### config.mk
export PLATFORM = sky130hd
export DESIGN_NAME = servo_pulse_decoder
export DESIGN_NICKNAME = d
export VERILOG_FILES = /design/src/rtl/servo_pulse_decoder.sv
export SDC_FILE = /design/constraint.sdc
export NUM_CORES = 1
export LEC_CHECK = 0
export CORE_UTILIZATION = 40
export DETAILED_ROUTE_END_ITERATION = 12
export PLACE_DENSITY = 0.71
export SLEW_MARGIN = 20
export SYNTH_ARGS = -nofsm -noshare
export SYNTH_HDL_FRONTEND = slang
export SYNTH_SLANG_ARGS = --single-unit
### constraint.sdc
create_clock -name CLOCK_50 -period 3.9 [get_ports CLOCK_50]
set_input_delay 0.585 -clock CLOCK_50 [delete_from_list [all_inputs] [get_ports CLOCK_50]]
set_output_delay 0.585 -clock CLOCK_50 [all_outputs]
set_load 0.02 [all_outputs]
### src/rtl/servo_pulse_decoder.sv
// Hobby-servo PWM receiver: measures pulse width in us, validates the frame period,
// and reports width plus a 0..180 degree angle from an exact serial divider.
module servo_pulse_decoder #(
  parameter int CLK_HZ        = 50_000_000,
  parameter int TICK_DIV      = CLK_HZ / 1_000_000,
  parameter int MIN_US        = 500,
  parameter int MAX_US        = 2500,
  parameter int PERIOD_US     = 20000,
  parameter int PERIOD_TOL_US = 2000,
  parameter int TIMEOUT_US    = 25000
) (
  input  logic        CLOCK_50,
  input  logic        reset,
  input  logic        pwm_in,
  output logic [11:0] width_us,
  output logic [7:0]  angle,
  output logic        valid,
  output logic        signal_lost,
  output logic [7:0]  err_cnt
);

  localparam int CNTW = 15;
  localparam int PW   = (TICK_DIV > 1) ? $clog2(TICK_DIV) : 1;
  localparam int SPAN = MAX_US - MIN_US;
  localparam int NUMW = $clog2(SPAN * 180 + 1);
  localparam int REMW = $clog2(SPAN) + 1;
  localparam int CW   = $clog2(NUMW);

  typedef enum logic [1:0] {S_WAIT_LOW, S_LOW, S_HIGH} state_t;

  state_t            r_state, w_state_nx;
  logic [1:0]        r_sync;
  logic              r_pwm_d;
  logic [PW-1:0]     r_pre;
  logic [CNTW-1:0]   r_us;
  logic              r_period_ok, r_prev_rise;
  logic              r_busy;
  logic [CW-1:0]     r_cnt;
  logic [NUMW-1:0]   r_num;
  logic [REMW-1:0]   r_rem;
  logic [7:0]        r_quo;
  logic [11:0]       r_wlat;

  logic w_rise, w_fall, w_tick, w_tmo, w_period_good, w_in_range;
  logic w_eval, w_start, w_err_inc, w_tmo_evt, w_ge, w_done;
  logic [REMW-1:0]   w_trial;
  logic [NUMW-1:0]   w_num;

  // Synchronizer is deliberately not reset so a pin held high through reset
  // is seen as high (not as a fresh rising edge) when reset releases.
  always_ff @(posedge CLOCK_50) begin
    r_sync  <= {r_sync[0], pwm_in};
    r_pwm_d <= r_sync[1];
  end

  assign w_rise = r_sync[1] & ~r_pwm_d;
  assign w_fall = ~r_sync[1] & r_pwm_d;
  assign w_tick = (r_pre == PW'(TICK_DIV - 1));
  assign w_tmo  = (r_us == CNTW'(TIMEOUT_US));

  // The edge cycle counts as the first elapsed cycle, so a pulse of exactly
  // N*TICK_DIV cycles reads back as N us.
  always_ff @(posedge CLOCK_50) begin
    if (reset) begin
      r_pre <= '0;
      r_us  <= '0;
    end else if (w_rise) begin
      r_pre <= (TICK_DIV == 1) ? PW'(0) : PW'(1);
      r_us  <= (TICK_DIV == 1) ? CNTW'(1) : CNTW'(0);
    end else begin
      r_pre <= w_tick ? PW'(0) : r_pre + PW'(1);
      if (w_tick && !w_tmo) r_us <= r_us + CNTW'(1);
    end
  end

  assign w_period_good = (r_us >= CNTW'(PERIOD_US - PERIOD_TOL_US)) &&
                         (r_us <= CNTW'(PERIOD_US + PERIOD_TOL_US));
  assign w_in_range    = (r_us >= CNTW'(MIN_US)) && (r_us <= CNTW'(MAX_US));

  always_comb begin
    w_state_nx = r_state;
    w_eval     = 1'b0;
    w_start    = 1'b0;
    w_err_inc  = 1'b0;
    w_tmo_evt  = 1'b0;
    case (r_state)
      S_WAIT_LOW: if (!r_sync[1]) w_state_nx = S_LOW;
      S_LOW: begin
        if (w_rise) begin
          w_eval     = 1'b1;
          w_err_inc  = r_prev_rise && !w_period_good;
          w_state_nx = S_HIGH;
        end else if (w_tmo) begin
          w_tmo_evt  = 1'b1;
        end
      end
      S_HIGH: begin
        if (w_fall) begin
          w_state_nx = S_LOW;
          w_start    = r_period_ok && w_in_range;
          w_err_inc  = r_period_ok && !w_in_range;
        end else if (w_tmo) begin
          w_tmo_evt  = 1'b1;
          w_state_nx = S_WAIT_LOW;
        end
      end
      default: w_state_nx = S_WAIT_LOW;
    endcase
  end

  always_ff @(posedge CLOCK_50) begin
    if (reset) begin
      r_state     <= S_WAIT_LOW;
      r_period_ok <= 1'b0;
      r_prev_rise <= 1'b0;
      signal_lost <= 1'b1;
      err_cnt     <= '0;
    end else begin
      r_state <= w_state_nx;
      if (w_eval) begin
        r_period_ok <= r_prev_rise && w_period_good;
        r_prev_rise <= 1'b1;
      end
      if (w_tmo_evt) begin
        signal_lost <= 1'b1;
        r_period_ok <= 1'b0;
        r_prev_rise <= 1'b0;
      end else if (w_done) begin
        signal_lost <= 1'b0;
      end
      if (w_err_inc && err_cnt != 8'hFF) err_cnt <= err_cnt + 8'd1;
    end
  end

  // Restoring division of (w-MIN)*180 by SPAN, one numerator bit per cycle.
  assign w_num   = NUMW'((32'(r_us) - 32'(MIN_US)) * 32'd180);
  assign w_trial = {r_rem[REMW-2:0], r_num[NUMW-1]};
  assign w_ge    = (w_trial >= REMW'(SPAN));
  assign w_done  = r_busy && (r_cnt == CW'(NUMW - 1));

  always_ff @(posedge CLOCK_50) begin
    if (reset) begin
      r_busy   <= 1'b0;
      r_cnt    <= '0;
      r_num    <= '0;
      r_rem    <= '0;
      r_quo    <= '0;
      r_wlat   <= '0;
      valid    <= 1'b0;
      width_us <= '0;
      angle    <= '0;
    end else begin
      valid <= 1'b0;
      if (w_start) begin
        r_busy <= 1'b1;
        r_cnt  <= '0;
        r_num  <= w_num;
        r_rem  <= '0;
        r_quo  <= '0;
        r_wlat <= r_us[11:0];
      end else if (r_busy) begin
        r_num <= r_num << 1;
        r_rem <= w_ge ? (w_trial - REMW'(SPAN)) : w_trial;
        r_quo <= {r_quo[6:0], w_ge};
        r_cnt <= r_cnt + CW'(1);
        if (w_done) begin
          r_busy   <= 1'b0;
          valid    <= 1'b1;
          width_us <= r_wlat;
          angle    <= {r_quo[6:0], w_ge};
        end
      end
    end
  end

endmodule

Yosys cells after proc, flatten, opt, wreduce, memory -nomap -nowiden

Cells that the tools add are included.

Output and inout bits: 30
Flip-flop bits (word level): 111

Reduce and logical (&&, ||, !) cells: 21
Order comparisons: 5
Equality and inequality tests: 9
$add $sub $neg: 6
Bitwise gates (word level): 6
Multiplexer cells: 25
Multiply operators: 1

Operators with widths:

| operator                                                             | count |
|---|---|
| 2-to-1 mux 19 bit                                                    | 2 |
| multiplier 32 x 6 -> 17 bit (second input constant)                  | 1 |
| subtractor 15 x 9 -> 16 bit (second input constant)                  | 1 |
| adder 15 x 1 -> 15 bit (second input constant)                       | 1 |
| == test 15 bit (second input constant)                               | 1 |
| greater-or-equal comparator 15 bit (second input constant)           | 1 |
| greater-or-equal comparator 15 x 9 -> 1 bit (second input constant)  | 1 |
| less-or-equal comparator 15 x 12 -> 1 bit (second input constant)    | 1 |
| less-or-equal comparator 15 bit (second input constant)              | 1 |
| 2-to-1 mux 1 bit                                                     | 15 |
| greater-or-equal comparator 12 x 11 -> 1 bit (second input constant) | 1 |
| 2-to-1 mux 11 bit                                                    | 1 |
| subtractor 11 bit (second input constant)                            | 1 |
| logical AND 1 bit                                                    | 9 |
| adder 8 x 1 -> 8 bit (second input constant)                         | 1 |
| 2-to-1 mux 2 bit                                                     | 4 |
| inequality test 8 bit (second input constant)                        | 1 |
| adder 6 x 1 -> 6 bit (second input constant)                         | 1 |
| == test 6 bit (second input constant)                                | 1 |
| case mux 2 bit (3 select lines)                                      | 1 |
| AND reduction 3 bit                                                  | 2 |
| OR reduction 2 bit                                                   | 3 |
| OR reduction 3 bit                                                   | 2 |
| adder 5 x 1 -> 5 bit (second input constant)                         | 1 |
| 11 further kinds                                                     | 19 |

Longest topological paths before layout

Word-level depth: 7
Depth in mapped cells: 19
Mapped depth without buffers: 19

Least setup slack after synthesis

No wires, ideal clock.

Path type: flip-flop to flip-flop
Start point: register r_us[2]
End point: register r_num[15]
Period minus slack after synthesis: 4309 ps
Data arrival time: 4206 ps
Path slack: -409 ps
Setup time: 103 ps
Required time: 3797 ps
Cell stages (with the launch flop): 16
Path through: dfxtp_1 > inv_1 > ha_1 > nor2_1 > xor2_1 > ha_1 > fa_1 > inv_1 > fa_1 > inv_1 > ha_1 > a21o_1 > a2111oi_2 > o21ai_0 > and3_1 > a2111oi_2

Word-level cells in the longest chain between the ends: 6

Ends and longest elaborated chain:

| what                                                                | RTL line | source |
|---|---|---|
| start, declared                                                     | 35       | `logic [CNTW-1:0] r_us;` |
| start signal, assigned                                              | 69       | `r_us <= (TICK_DIV == 1) ? CNTW'(1) : CNTW'(0);` |
| start signal, assigned                                              | 72       | `if (w_tick && !w_tmo) r_us <= r_us + CNTW'(1);` |
| branches (longest 6 deep; another with multiplier 32 x 6 -> 17 bit) | n/a      |  |
| end signal, assigned                                                | 157      | `r_num <= w_num;` |
| end signal, assigned                                                | 162      | `r_num <= r_num << 1;` |
| end, declared                                                       | 39       | `logic [NUMW-1:0] r_num;` |

Parallel ways; which one is timed is not known.
A chain may end at the register's enable or synchronous reset.

Worst setup path after layout

Start point: register r_us[5]
End point: register r_num[18]

Same word-level chain as after synthesis.

==> results.yml <==
logic_synthesis:
  synth_top_area_cell: "dfxtp_1"
  syn_area_um2: 6780
  synthMuxAreaShare_pct: 7.02
  synthMostInstantiatedCell: "dfxtp_1"
  synth_cell_types: 69
  yosys_most_used_dff: "dfxtp_1"
  ys_seq_elements: 111
  avgSynthCellArea_um2: 8.95
  yosysTopAreaCellShare_pct: 32.8
  yosys_warnings: 0
  synth_edf_count: 0
  synth_xor_xnor_area_share_pct: 9.12
  async_reset_ff_share_pct: 0
  netlist_instances: 757
  synth_area_leaders: "dfxtp_1 (33%), ha_1 (9.6%), mux2i_1 (6.4%), nor2_1 (5.4%), xnor2_1 (5.3%)"
  synth_commonest_cells: "dfxtp_1 (111), nor2_1 (97), inv_1 (69), nand2_1 (60), ha_1 (52)"
  synth_top_family_by_area: "simple AND/OR/NAND/NOR gates"
  syn_nets: 828
  synth_fa_ha_area_share_pct: 14.5
  seq_area_frac_synth_pct: 32.8
  synth-simple-area-share_pct: 16.2
  synth-compound-area-share_pct: 13.8
sta:
  timing.hold.ws_ns: 0.332
  worst_pin_slew_ns: 0.805
  hold_viol: 0
  slew_headroom_pct: 45.7
  fmax_ghz: 0.260
  rsz0062_at_grt: "yes"
  min_period_ns: 3.85
  post-route-period-util_pct: 98.7
  slew_viol_final: 0
  setup_slack_ns: 0.0526
  setup_viol: 0
  fin_worst_skew_ns: 0.00802
drt:
  drt_iter0_markers: 349
  via_count: 5240
  drt-vias-per-instance: 5.03
  drc: 0
  dr.pass1.iters: 5
  routedWlPerCell_um: 13.7
  ant_nets: 0
  wl_um: 14200
clock_network:
  clk_pin_slew_ns: 0.08
  cts_tree: "done"
  clock_latency_ns: 0.35
  cts-htree-levels: 3
  numCtsBuffers: 9
  clock_path_buffers: 2
  root_buffer: "clkbuf_16"
  hold_buffers: 0
  clock_sinks: 111
grt:
  overflow: 0
  grt_pass1_wl_um: 23200
  antenna_found_initial: 0
  track_usage_pct: 16.0
  grt_start_max_net_pins: 44
  grt_pass1_vias: 4927
finish:
  design_area_um2: 8240
  drive_gt1_share_pct: 19.0
  nNetsFinal: 887
  antenna_cells: 0
  area.growth.synth_to_final_pct: 21.6
pwr:
  ir_drop_mv: 0.214
  leakage_nw: 3.17
  p_per_area_nw_per_um2: 257
floorplanning:
  die_area_um2: 17500
  initial_core_util_pct: 40.9
  coreArea_um2: 16600
  ios: 33
  die-height_um: 132
  row_count: 47
  die_w_um: 132
status:
  status: "complete, no violations"
setup_path:
  cp-end-kind: "flip-flop"
  path_cells: "and3_4 > nand2_2 > nor2_4 > xor2_2 > ha_4 > inv_2 > fa_2 > fa_1 > inv_2 > ha_4 > o21a_1 > o31ai_4 > a21oi_2 > a211oi_2 > o21bai_1 > xnor2_2 > a211oi_2"
  crit_type: "flip-flop to flip-flop"
  worstPathRequired_ns: 4.12
  startpoint_type: "flip-flop"
  critPathArrivalTime_ns: 4.06
  slowest_delay_ns: 0.57
  worst_path_max_delay_cell: "fa_1"
  path_max_fanout: 5
placed_design:
  place_area_um2: 7530
  dpl_worst_slack_ns: -0.0477
  port_buffers: 32
  hpwl_um: 9910
  gp_congestion: 0.847
flow_run:
  drv_cap: 0
hold_path:
  timing.hold.worst.class: "flip-flop to flip-flop"
cells in the final DEF, fill, tap and decap left out, types with 4 or more instances in the layout:
cell type / instances
a211oi_1: 17
a211oi_2: 10
a21o_1: 10
a21oi_1: 40
and3_1: 6
buf_4: 45
buf_6: 7
clkbuf_16: 9
clkdlybuf4s50_1: 31
dfxtp_1: 105
dfxtp_2: 5
fa_1: 13
ha_1: 41
ha_4: 11
inv_1: 62
inv_2: 6
mux2i_1: 43
nand2_1: 58
nand2b_1: 4
nand3_1: 13
nand4_1: 8
nor2_1: 93
nor2b_1: 6
nor3_1: 5
o211ai_1: 4
o21ai_0: 9
or3_1: 8
xnor2_1: 33
xnor2_2: 9
xor2_1: 24
critical path, delay by kind of cell, from the launching register on:
family	cells	cell delay [ns]
compound gates	6	0.89
flops	1	0.37
fa+ha+maj	4	1.53
simple gates	3	0.48
xor+xnor	2	0.33
buf+inv	2	0.11
layout make-up:
| class | count | area (µm²) |
|---|---|---|
| multi-input cells | 541 | 4440 |
| repair buffers | 84 | 732 |
| clock buffers | 10 | 239 |
| inverters | 69 | 262 |
| well taps | 220 | 275 |
| flip-flops and latches | 111 | 2230 |
| clock inverters | 6 | 51.3 |
| fillers | 1501 | 8350 |
worst paths after layout:
path | start | slack [ns] | endpoint | depth (start not counted)
hold reg to reg | r_sync[0] | 0.33 | r_sync[1] | 0
setup reg to reg | r_us[5] | 0.05 | r_num[18] | 17
hold / removal | r_sync[0] | 0.33 | r_sync[1] | 0
setup / recovery | r_us[5] | 0.05 | r_num[18] | 17
kinds of logic (layout without fill, tap and decap cells):
kind of cell             Yosys count  count (layout)
flip-flops                       111             111
buffers and inverters            105             169
XOR/XNOR                          68              68
adder cells (fa/ha/maj)           69              69
AO/OA/AOI/OAI                    125             125
multiplexers                      47              47
AND/OR/NAND/NOR                  232             232
metrics by stage:
stage / setup TNS, ns / total power [mW] / util (%) / instances
finish: 0 / 2.12 / 49.7 / 1041
global placement: 0 / 1.24 / 45.4 / 1015
floorplan: 0 / 1.23 / - / 757
CTS: 0 / 2.14 / 47.7 / 1036
detailed placement: -0.0830 / 1.25 / 45.4 / 1015
global route: -0.377 / 2.19 / 49.7 / 1041
per-layer routing:
metal	global-route usage, %	share of wire (%)	vias up
li1	-	-	2674
met1	21.9	47	2467
met2	26.1	48	88
met3	2.88	3.1	11
met4	3.62	1.1	0
met5	0	0	-
repair_timing:
| item | 4_1_cts | 5_1_grt |
|---|---|---|
| gates resized for setup | 10 | 54 |
| setup buffers | 5 | 6 |
| pin swaps | 8 | 39 |
| setup endpoints to repair | 3 | 8 |
registers in the layout, summed over array words and instances, names as in the netlist:
name and flops:
r_num 17, r_us 15, r_wlat 12, width_us 12, r_rem 11, angle 8
err_cnt 8, r_quo 7, r_pre 6, r_cnt 5, r_state 2, r_sync 2
r_busy 1, r_period_ok 1, r_prev_rise 1, r_pwm_d 1, signal_lost 1, valid 1
power by group:
group	leakage [nW]	switching, mW	internal, mW
Combinational	2.13	0.0499	0.0250
Sequential	0.899	0.00594	1.14
Clock	0.139	0.435	0.462
No activity file was read; power rests on OpenSTA's default activity.
